--- src/rtl/pwm_capture.sv ---
`default_nettype none
// ============================================================================
// pwm_capture : PWM receiver recovering period, high time and an N-bit duty
//               code from a line sampled on prescaler step strobes.
// Revision    : 1.0  initial release
// ============================================================================
module pwm_capture #(
    parameter int N = 8,
    parameter int W = 16
) (
    input  logic         clk,
    input  logic         rst_n,
    input  logic         ena,
    input  logic         step,
    input  logic         pwm_in,
    output logic [N-1:0] duty,
    output logic [W-1:0] high_time,
    output logic [W-1:0] period,
    output logic         valid,
    output logic         stuck,
    output logic         overrun
);
    localparam int             CW         = $clog2(N + 1);
    localparam logic [W-1:0]   C_CNT_MAX  = {W{1'b1}};
    localparam logic [N-1:0]   C_DUTY_MAX = {N{1'b1}};
    localparam logic [CW-1:0]  C_ONE      = CW'(1);
    localparam logic [CW-1:0]  C_LAST     = CW'(N - 1);

    typedef enum logic [1:0] {
        S_IDLE    = 2'd0,
        S_MEASURE = 2'd1,
        S_DIVIDE  = 2'd2
    } state_t;

    state_t          state_q, state_d;
    logic            sync1_q, sync1_d, sync2_q, sync2_d, prev_q, prev_d;
    logic [W-1:0]    per_cnt_q, per_cnt_d, hi_cnt_q, hi_cnt_d;
    logic [W-1:0]    div_per_q, div_per_d, div_hi_q, div_hi_d;
    logic [W-1:0]    rem_q, rem_d;
    logic [N-1:0]    lo_q, lo_d, quo_q, quo_d;
    logic [CW-1:0]   cnt_q, cnt_d;
    logic [N-1:0]    res_duty_q, res_duty_d;
    logic [W-1:0]    res_per_q, res_per_d, res_hi_q, res_hi_d;
    logic [1:0]      pub_q, pub_d;
    logic [N-1:0]    duty_q, duty_d;
    logic [W-1:0]    high_time_q, high_time_d, period_q, period_d;
    logic            valid_q, valid_d, stuck_q, stuck_d, overrun_q, overrun_d;

    logic            s, rise, it_bit, it_q;
    logic [W+N-1:0]  dividend;
    logic [W-1:0]    it_rem, it_div, diff, it_rem_next, per_inc, hi_inc;
    logic [W:0]      trial;
    logic [N-1:0]    quo_next;

    assign s        = sync2_q;
    assign rise     = s & ~prev_q;
    assign per_inc  = (per_cnt_q == C_CNT_MAX) ? per_cnt_q : per_cnt_q + 1'b1;
    assign hi_inc   = (s && hi_cnt_q != C_CNT_MAX) ? hi_cnt_q + 1'b1 : hi_cnt_q;

    // high_time*(2^N-1) as a shift and subtract; the first restoring step is
    // taken on the latching edge so the result is ready before a period of 8.
    assign dividend    = {hi_cnt_q, {N{1'b0}}} - {{N{1'b0}}, hi_cnt_q};
    assign it_rem      = (state_q == S_DIVIDE) ? rem_q      : dividend[W+N-1:N];
    assign it_bit      = (state_q == S_DIVIDE) ? lo_q[N-1]  : dividend[N-1];
    assign it_div      = (state_q == S_DIVIDE) ? div_per_q  : per_cnt_q;
    assign trial       = {it_rem, it_bit};
    assign diff        = trial[W-1:0] - it_div;
    assign it_q        = (trial >= {1'b0, it_div});
    assign it_rem_next = it_q ? diff : trial[W-1:0];
    assign quo_next    = (state_q == S_DIVIDE) ? {quo_q[N-2:0], it_q}
                                               : {{(N-1){1'b0}}, it_q};

    always_comb begin
        sync1_d     = pwm_in;
        sync2_d     = sync1_q;
        prev_d      = prev_q;
        state_d     = state_q;
        per_cnt_d   = per_cnt_q;
        hi_cnt_d    = hi_cnt_q;
        div_per_d   = div_per_q;
        div_hi_d    = div_hi_q;
        rem_d       = rem_q;
        lo_d        = lo_q;
        quo_d       = quo_q;
        cnt_d       = cnt_q;
        res_duty_d  = res_duty_q;
        res_per_d   = res_per_q;
        res_hi_d    = res_hi_q;
        pub_d       = {pub_q[0], 1'b0};
        duty_d      = duty_q;
        high_time_d = high_time_q;
        period_d    = period_q;
        stuck_d     = stuck_q;
        valid_d     = 1'b0;
        overrun_d   = 1'b0;

        if (!ena) begin
            state_d   = S_IDLE;
            per_cnt_d = '0;
            hi_cnt_d  = '0;
            prev_d    = 1'b1;
            pub_d     = '0;
        end else begin
            if (step) begin
                prev_d = s;
            end
            // Result goes out two edges after the last quotient bit.
            if (pub_q[1]) begin
                duty_d      = res_duty_q;
                period_d    = res_per_q;
                high_time_d = res_hi_q;
                valid_d     = 1'b1;
                stuck_d     = 1'b0;
            end
            case (state_q)
                S_IDLE: begin
                    if (step && rise) begin
                        state_d   = S_MEASURE;
                        per_cnt_d = W'(1);
                        hi_cnt_d  = W'(1);
                    end
                end
                S_MEASURE: begin
                    if (step) begin
                        if (rise) begin
                            div_per_d = per_cnt_q;
                            div_hi_d  = hi_cnt_q;
                            rem_d     = it_rem_next;
                            lo_d      = {dividend[N-2:0], 1'b0};
                            quo_d     = quo_next;
                            cnt_d     = C_ONE;
                            per_cnt_d = W'(1);
                            hi_cnt_d  = W'(1);
                            state_d   = S_DIVIDE;
                        end else if (per_cnt_q == C_CNT_MAX) begin
                            period_d    = C_CNT_MAX;
                            high_time_d = s ? C_CNT_MAX : '0;
                            duty_d      = s ? C_DUTY_MAX : '0;
                            stuck_d     = 1'b1;
                            valid_d     = 1'b1;
                            per_cnt_d   = '0;
                            hi_cnt_d    = '0;
                            state_d     = S_IDLE;
                        end else begin
                            per_cnt_d = per_inc;
                            hi_cnt_d  = hi_inc;
                        end
                    end
                end
                S_DIVIDE: begin
                    if (step) begin
                        if (rise) begin
                            per_cnt_d = W'(1);
                            hi_cnt_d  = W'(1);
                            overrun_d = 1'b1;
                        end else begin
                            per_cnt_d = per_inc;
                            hi_cnt_d  = hi_inc;
                        end
                    end
                    rem_d = it_rem_next;
                    lo_d  = {lo_q[N-2:0], 1'b0};
                    quo_d = quo_next;
                    cnt_d = cnt_q + 1'b1;
                    if (cnt_q == C_LAST) begin
                        res_duty_d = quo_next;
                        res_per_d  = div_per_q;
                        res_hi_d   = div_hi_q;
                        pub_d[0]   = 1'b1;
                        state_d    = S_MEASURE;
                    end
                end
                default: state_d = S_IDLE;
            endcase
        end
    end

    always_ff @(posedge clk or negedge rst_n) begin
        if (!rst_n) begin
            state_q     <= S_IDLE;
            sync1_q     <= 1'b0;
            sync2_q     <= 1'b0;
            prev_q      <= 1'b1;
            per_cnt_q   <= '0;
            hi_cnt_q    <= '0;
            div_per_q   <= '0;
            div_hi_q    <= '0;
            rem_q       <= '0;
            lo_q        <= '0;
            quo_q       <= '0;
            cnt_q       <= '0;
            res_duty_q  <= '0;
            res_per_q   <= '0;
            res_hi_q    <= '0;
            pub_q       <= '0;
            duty_q      <= '0;
            high_time_q <= '0;
            period_q    <= '0;
            valid_q     <= 1'b0;
            stuck_q     <= 1'b0;
            overrun_q   <= 1'b0;
        end else begin
            state_q     <= state_d;
            sync1_q     <= sync1_d;
            sync2_q     <= sync2_d;
            prev_q      <= prev_d;
            per_cnt_q   <= per_cnt_d;
            hi_cnt_q    <= hi_cnt_d;
            div_per_q   <= div_per_d;
            div_hi_q    <= div_hi_d;
            rem_q       <= rem_d;
            lo_q        <= lo_d;
            quo_q       <= quo_d;
            cnt_q       <= cnt_d;
            res_duty_q  <= res_duty_d;
            res_per_q   <= res_per_d;
            res_hi_q    <= res_hi_d;
            pub_q       <= pub_d;
            duty_q      <= duty_d;
            high_time_q <= high_time_d;
            period_q    <= period_d;
            valid_q     <= valid_d;
            stuck_q     <= stuck_d;
            overrun_q   <= overrun_d;
        end
    end

    assign duty      = duty_q;
    assign high_time = high_time_q;
    assign period    = period_q;
    assign valid     = valid_q;
    assign stuck     = stuck_q;
    assign overrun   = overrun_q;

endmodule
`default_nettype wire
--- config.mk ---
export PLATFORM = sky130hd
export DESIGN_NAME = pwm_capture
export DESIGN_NICKNAME = d
export VERILOG_FILES = /design/src/rtl/pwm_capture.sv
export SDC_FILE = /design/constraint.sdc
export NUM_CORES = 1
export LEC_CHECK = 0
export ABC_AREA = 0
export CAP_MARGIN = 20
export CORE_UTILIZATION = 40
export CTS_BUF_LIST = sky130_fd_sc_hd__clkbuf_4 sky130_fd_sc_hd__clkbuf_8
export DETAILED_ROUTE_END_ITERATION = 7
export GPL_TIMING_DRIVEN = 0
export REMOVE_ABC_BUFFERS = 1
export SLEW_MARGIN = 20
export SYNTH_ARGS = -nofsm -noshare
export SYNTH_HDL_FRONTEND = slang
export SYNTH_SLANG_ARGS = --single-unit
--- constraint.sdc ---
create_clock -name clk -period 6.5 [get_ports clk]
set_input_delay 0.975 -clock clk [delete_from_list [all_inputs] [get_ports clk]]
set_output_delay 0.975 -clock clk [all_outputs]
set_load 0.02 [all_outputs]
==> results of run 1 <==
-- critical path, cell delays in order (launching register included) --
cell      delay (ns)
dfrtp_1         0.53
inv_1           0.15
ha_1            0.25
or3_4           0.40
a31oi_2         0.22
o31ai_2         0.11
o31a_4          0.33
or4b_4          0.49
a31oi_2         0.25
ha_1            0.31
and2_1          0.24
nand4_1         0.11
nor2_1          0.07
a21oi_1         0.21
and3_1          0.58
nand3_1         0.30
o211ai_1        0.25
-- per-layer routing --
layer  global-route usage (%)  wire length, um
met5                        0                0
met4                     5.64              431
met3                     3.15              624
met2                     29.1             9890
met1                     24.4            10500
-- through the flow --
step,setup WS [ns],total power [W]
2_1_floorplan,1.43,0.00248
3_3_place_gp,-3.47,0.00280
3_5_place_dp,1.64,0.00285
4_1_cts,1.58,0.00369
5_1_grt,1.31,0.00393
6_report,1.61,0.00367
-- where the power goes --
group	switching [W]	internal (W)	leakage, nW
clock	0.000458	0.000369	0.212
sequential	0.0000562	0.00125	2.56
combinational	0.000917	0.000611	2.14
total	0.00143	0.00223	4.91
-- Yosys cell counts (14+ instances only) --
master,count,area (um2)
a21oi_1,62,310
a31oi_1,20,125
clkbuf_1,47,176
dfrtp_1,187,4680
ha_1,33,413
inv_1,23,86.3
mux2_2,71,800
mux2i_1,20,200
nand2_1,121,454
nand3_1,65,325
nor2_1,70,263
nor3_1,16,80.1
o21ai_0,59,295
o21ai_1,14,70.1
xnor2_1,22,193
xor2_1,25,219
-- layout make-up --
class | instances | area, um2
fill | 2346 | 13100
multi-input combinational | 729 | 4850
sequential | 188 | 4710
timing repair buffer | 56 | 627
tap | 324 | 405
clock buffer | 18 | 248
clock inverter | 13 | 175
inverter | 23 | 86.3
-- how the worst min path moves through the flow --
| stage | from | slack (ns) | depth (start not counted) | end |
|---|---|---|---|---|
| final | rst_n | 0.33 | 1 | duty[5]$_DFFE_PN0P_ |
| after global routing | rst_n | 0.30 | 1 | duty[5]$_DFFE_PN0P_ |
| after CTS | rst_n | 0.31 | 1 | duty[5]$_DFFE_PN0P_ |
| after detailed placement | sync1_q$_DFF_PN0_ | 0.34 | 0 | s$_DFF_PN0_ |
| after global placement | sync1_q$_DFF_PN0_ | 0.34 | 0 | s$_DFF_PN0_ |
| after floorplan | sync1_q$_DFF_PN0_ | 0.33 | 0 | s$_DFF_PN0_ |
-- logic make-up (layout without fill, tap and decap cells) --
group	count (synthesis)	count (layout)	share of synthesized area [%]
and+or+nand+nor	333	333	15.9
DFF	188	188	47.8
xor gates and xnor gates	47	47	4.18
muxes	91	91	10.1
buffers and inverters	82	110	3.42
AOI/OAI and AO/OA	224	224	14.2
adders and majority gates	34	34	4.39
-- registers in the layout, indices dropped and copies added (netlist names), 16 cells and up --
register	count
period	16
div_hi_q	16
res_hi_q	16
rem_q	16
div_per_q	16
high_time	16
per_cnt_q	16
hi_cnt_q	16
res_per_q	16
==> flow_summary.ini, run 1 <==
[clocking]
postCtsHoldBufs = 0
clockBufferDepth = 2
clk-insertion-delay-late_ns = 0.47
cts.sinks = 188
cts.reportedPaths.clkPinSlew_ns = 0.11
cts_tree = built
numCtsBuffers = 17
cts_setup_buffers = 0
htreeDepth = 4
clockRootBuffer = clkbuf_8
cts_resized = 0

[finish]
syn_to_final_growth_pct = 12.7
fin_cells = 1351
drive_above_1_share_pct = 13.5
n_antenna_cell = 0
final_cell_area_um2 = 11100
nNetsFinal = 1054
final_common_cell = dfrtp_1
utilization_pct = 45.8
final_cell_mix = 186 x dfrtp_1, 120 x nand2_1, 71 x mux2_2

[synthesis]
yosys_warnings = 0
avgSynthCellArea_um2 = 9.86
synth_cells = 999
seq_area_frac_synth_pct = 47.8
async_reset_ff_share_pct = 100
synth_seq_cells = 188
synth_area_um2 = 9850
yosys_most_used_dff = dfrtp_1
synth_edf_count = 0
synth_cell_types = 68

[timing]
timing.fmax_mhz = 204
setup_tns_ns = 0
finalCriticalPeriod_ns = 4.89
maxSlewViolCount = 0
whs_ns = 0.326
skew_ns = 0.0204
setup_viol = 0
hold_viol = 0
max_slew_margin_pct = 43.4
period_share_pct = 75.3
worstMarginPinSlew_ns = 0.850
grt_setup_unrepaired = false

[placed_design]
hpwl_um = 15200
portBuffers = 47
dpl-instance-area_um2 = 10700
dp_cells = 1320
gp_congestion = 0.863

[global_route]
grt_pass1_wl_um = 37100
track_usage_pct = 17.9
grt_max_degree = 83
globalRouteOverflowTotal = 0
antenna_found_initial = 0
grt_pass1_vias = 7244

[power_and_ir_drop]
irDropWorstVdd_mv = 0.170
p_per_area_nw_per_um2 = 330
p_leak_nw = 4.91

[routing]
firstDrtPassIters = 5
drt-total-wl_um = 21500
routed_via_density = 5.36
drc_errors = 0
ant_nets = 0
vias = 7237
drt_iter0_drc = 426
wl_per_cell_um = 15.9

[setup_path]
crit_end = rem_q[12]$_DFFE_PN0P_
critPathLaunch = hi_cnt_q[8]$_DFFE_PN0P_
crit_required_ns = 6.88
r2r_setup_slack_ns = 1.61
r2r_cells = 16
arrival_ns = 5.27
rr_endpoint = rem_q[12]$_DFFE_PN0P_
path_max_fanout = 15
cp-start-kind = flip-flop
cp-end-kind = flip-flop
crit_type = flip-flop to flip-flop
r2r_start = hi_cnt_q[8]$_DFFE_PN0P_

[die]
dieArea_um2 = 25300
die_h_um = 159
ioPinCount = 48
die_w_um = 159
num_rows = 57
coreArea_um2 = 24200
initial_core_util_pct = 40.6

[job]
maxCapViolations = 0

[min_path]
hold_class = input pin to asynchronous set/reset pin

[run_status]
outcome = completed
Power figures use the tool's default switching activity.
==> run 2: changes to the inputs <==
==> constraint.sdc (replaced) <==
create_clock -name clk -period 4.99 [get_ports clk]
set_input_delay 0.7485 -clock clk [delete_from_list [all_inputs] [get_ports clk]]
set_output_delay 0.7485 -clock clk [all_outputs]
set_load 0.02 [all_outputs]
==> run 2 against run 1 <==
Worst hold slack got worse by 0.23 ns; total power rose by 31%; register-to-register slack got worse by 1.4 ns; sequential power rose by 31%.
==> flow_summary.ini, run 2 (same netlist as run 1, synthesis figures left out) <==
[run_status]
outcome = completed

[routing]
routed_via_density = 5.34
drt-total-wl_um = 21500
wl_per_cell_um = 15.9
ant_nets = 0
drc_errors = 0
drt_iter0_drc = 408
firstDrtPassIters = 4
vias = 7215

[die]
initial_core_util_pct = 40.6
coreArea_um2 = 24200
die_h_um = 159
dieArea_um2 = 25300
die_w_um = 159
num_rows = 57
ioPinCount = 48

[timing]
timing.fmax_mhz = 210
setup_tns_ns = 0
maxSlewViolCount = 0
max_slew_margin_pct = 43.4
grt_setup_unrepaired = true
setup_viol = 0
hold_viol = 0
period_share_pct = 95.6
worstMarginPinSlew_ns = 0.848
skew_ns = 0.0203
finalCriticalPeriod_ns = 4.77

[setup_path]
cp-end-kind = flip-flop
path_max_fanout = 15
slowest_stage = dfrtp_1
cp-start-kind = flip-flop
max_stage_delay_ns = 0.52
arrival_ns = 5.15
crit_required_ns = 5.37
crit_chain = inv_1 > ha_1 > or3_4 > a31oi_2 > o31ai_2 > o31a_4 > or4b_4 > a31oi_2 > ha_1 > and2_1 > nand4_1 > nor2_1 > a21oi_1 > and3_2 > nand3_1 > o211ai_1
crit_type = flip-flop to flip-flop

[global_route]
grt_most_used_layer = met2
antenna_found_initial = 0
grtUsageMet3_pct = 3.15
grt_util_met2_pct = 29.1
use_met1_pct = 24.4
grt_pass1_wl_um = 37100
grt_pass1_vias = 7244
track_usage_pct = 17.9
globalRouteOverflowTotal = 0
grt_max_degree = 83

[clocking]
numCtsBuffers = 17
clockRootBuffer = clkbuf_8
clockBufferDepth = 2
htreeDepth = 4
cts.sinks = 188
clk-insertion-delay-late_ns = 0.47
cts.reportedPaths.clkPinSlew_ns = 0.11
cts_tree = built

[finish]
drive_above_1_share_pct = 13.8
nNetsFinal = 1055
fillers = 2347
fin_cells = 1352
final_cell_mix = 186 x dfrtp_1, 120 x nand2_1, 71 x mux2_2
final_common_cell = dfrtp_1
area.sequential_um2 = 4710
utilization_pct = 45.9
multi_input_area_um2 = 4860
n_antenna_cell = 0
syn_to_final_growth_pct = 12.9

[power_and_ir_drop]
p_per_area_nw_per_um2 = 433
p_leak_nw = 4.92
irDropWorstVdd_mv = 0.245

[placed_design]
portBuffers = 47
hpwl_um = 15200
dp_cells = 1320
gp_congestion = 0.863

[min_path]
hold_class = input pin to asynchronous set/reset pin

[job]
maxCapViolations = 0
-- run 2: area by class of cell --
type                       instances  area share (%)
clock inverter                    13            1.58
clock buffer                      18            2.23
timing repair buffer              57            5.70
multi-input combinational        729            43.7
sequential                       188            42.3
tap                              324            3.65
inverter                          23           0.776
-- run 2: worst max-delay path, delay by kind of cell (launching register included) --
| kind | cells | cell delay (ns) |
|---|---|---|
| buffers and inverters | 1 | 0.15 |
| AND/OR/NAND/NOR | 7 | 1.98 |
| AO/OA/AOI/OAI | 6 | 1.46 |
| adder cells (fa/ha/maj) | 2 | 0.56 |
| flip-flops | 1 | 0.52 |
-- run 2: path summary, 6_finish.rpt --
check	startpoint	to	slack (ns)	cells past startpoint
min in group clk	sync1_q$_DFF_PN0_	s$_DFF_PN0_	0.36	0
max	hi_cnt_q[8]$_DFFE_PN0P_	rem_q[12]$_DFFE_PN0P_	0.22	16
max reg2reg	hi_cnt_q[8]$_DFFE_PN0P_	rem_q[12]$_DFFE_PN0P_	0.22	16
max in group asynchronous	rst_n	prev_q$_DFFE_PN1P_	3.79	3
min reg2reg	sync1_q$_DFF_PN0_	s$_DFF_PN0_	0.36	0
min	rst_n	duty[5]$_DFFE_PN0P_	0.1	1
-- run 2: timing repair --
action / 4_1_cts / 5_1_grt
buffers inserted: 0 / 1
gates resized for setup: 0 / 4
setup endpoints to repair: 0 / 9
hold buffers: 0 / 0
-- run 2: routing by layer --
metal	vias up	part of all wire (%)	routed length (um)
met3	27	3.2	696
met1	3478	49	10500
met5	-	0	0
met2	124	46	9880
met4	0	2.0	430
li1	3586	-	-
-- run 2: per-stage QoR --
step           power, W  hold slack (ns)  setup slack [ns]  instance area [um2]
5_1_grt         0.00516           0.0728           -0.0627                11100
3_3_place_gp    0.00364            0.335             -4.75                10500
4_1_cts         0.00480           0.0801            0.0741                11100
3_5_place_dp    0.00372            0.341             0.130                10700
2_1_floorplan   0.00323            0.331           -0.0841                 9600
6_report        0.00481           0.0999             0.220                11100
-- run 2: power breakdown --
group	internal (W)	switching (W)
Sequential	0.00163	0.0000736
Combinational	0.000825	0.00120
Clock	0.000480	0.000596
Total	0.00294	0.00187
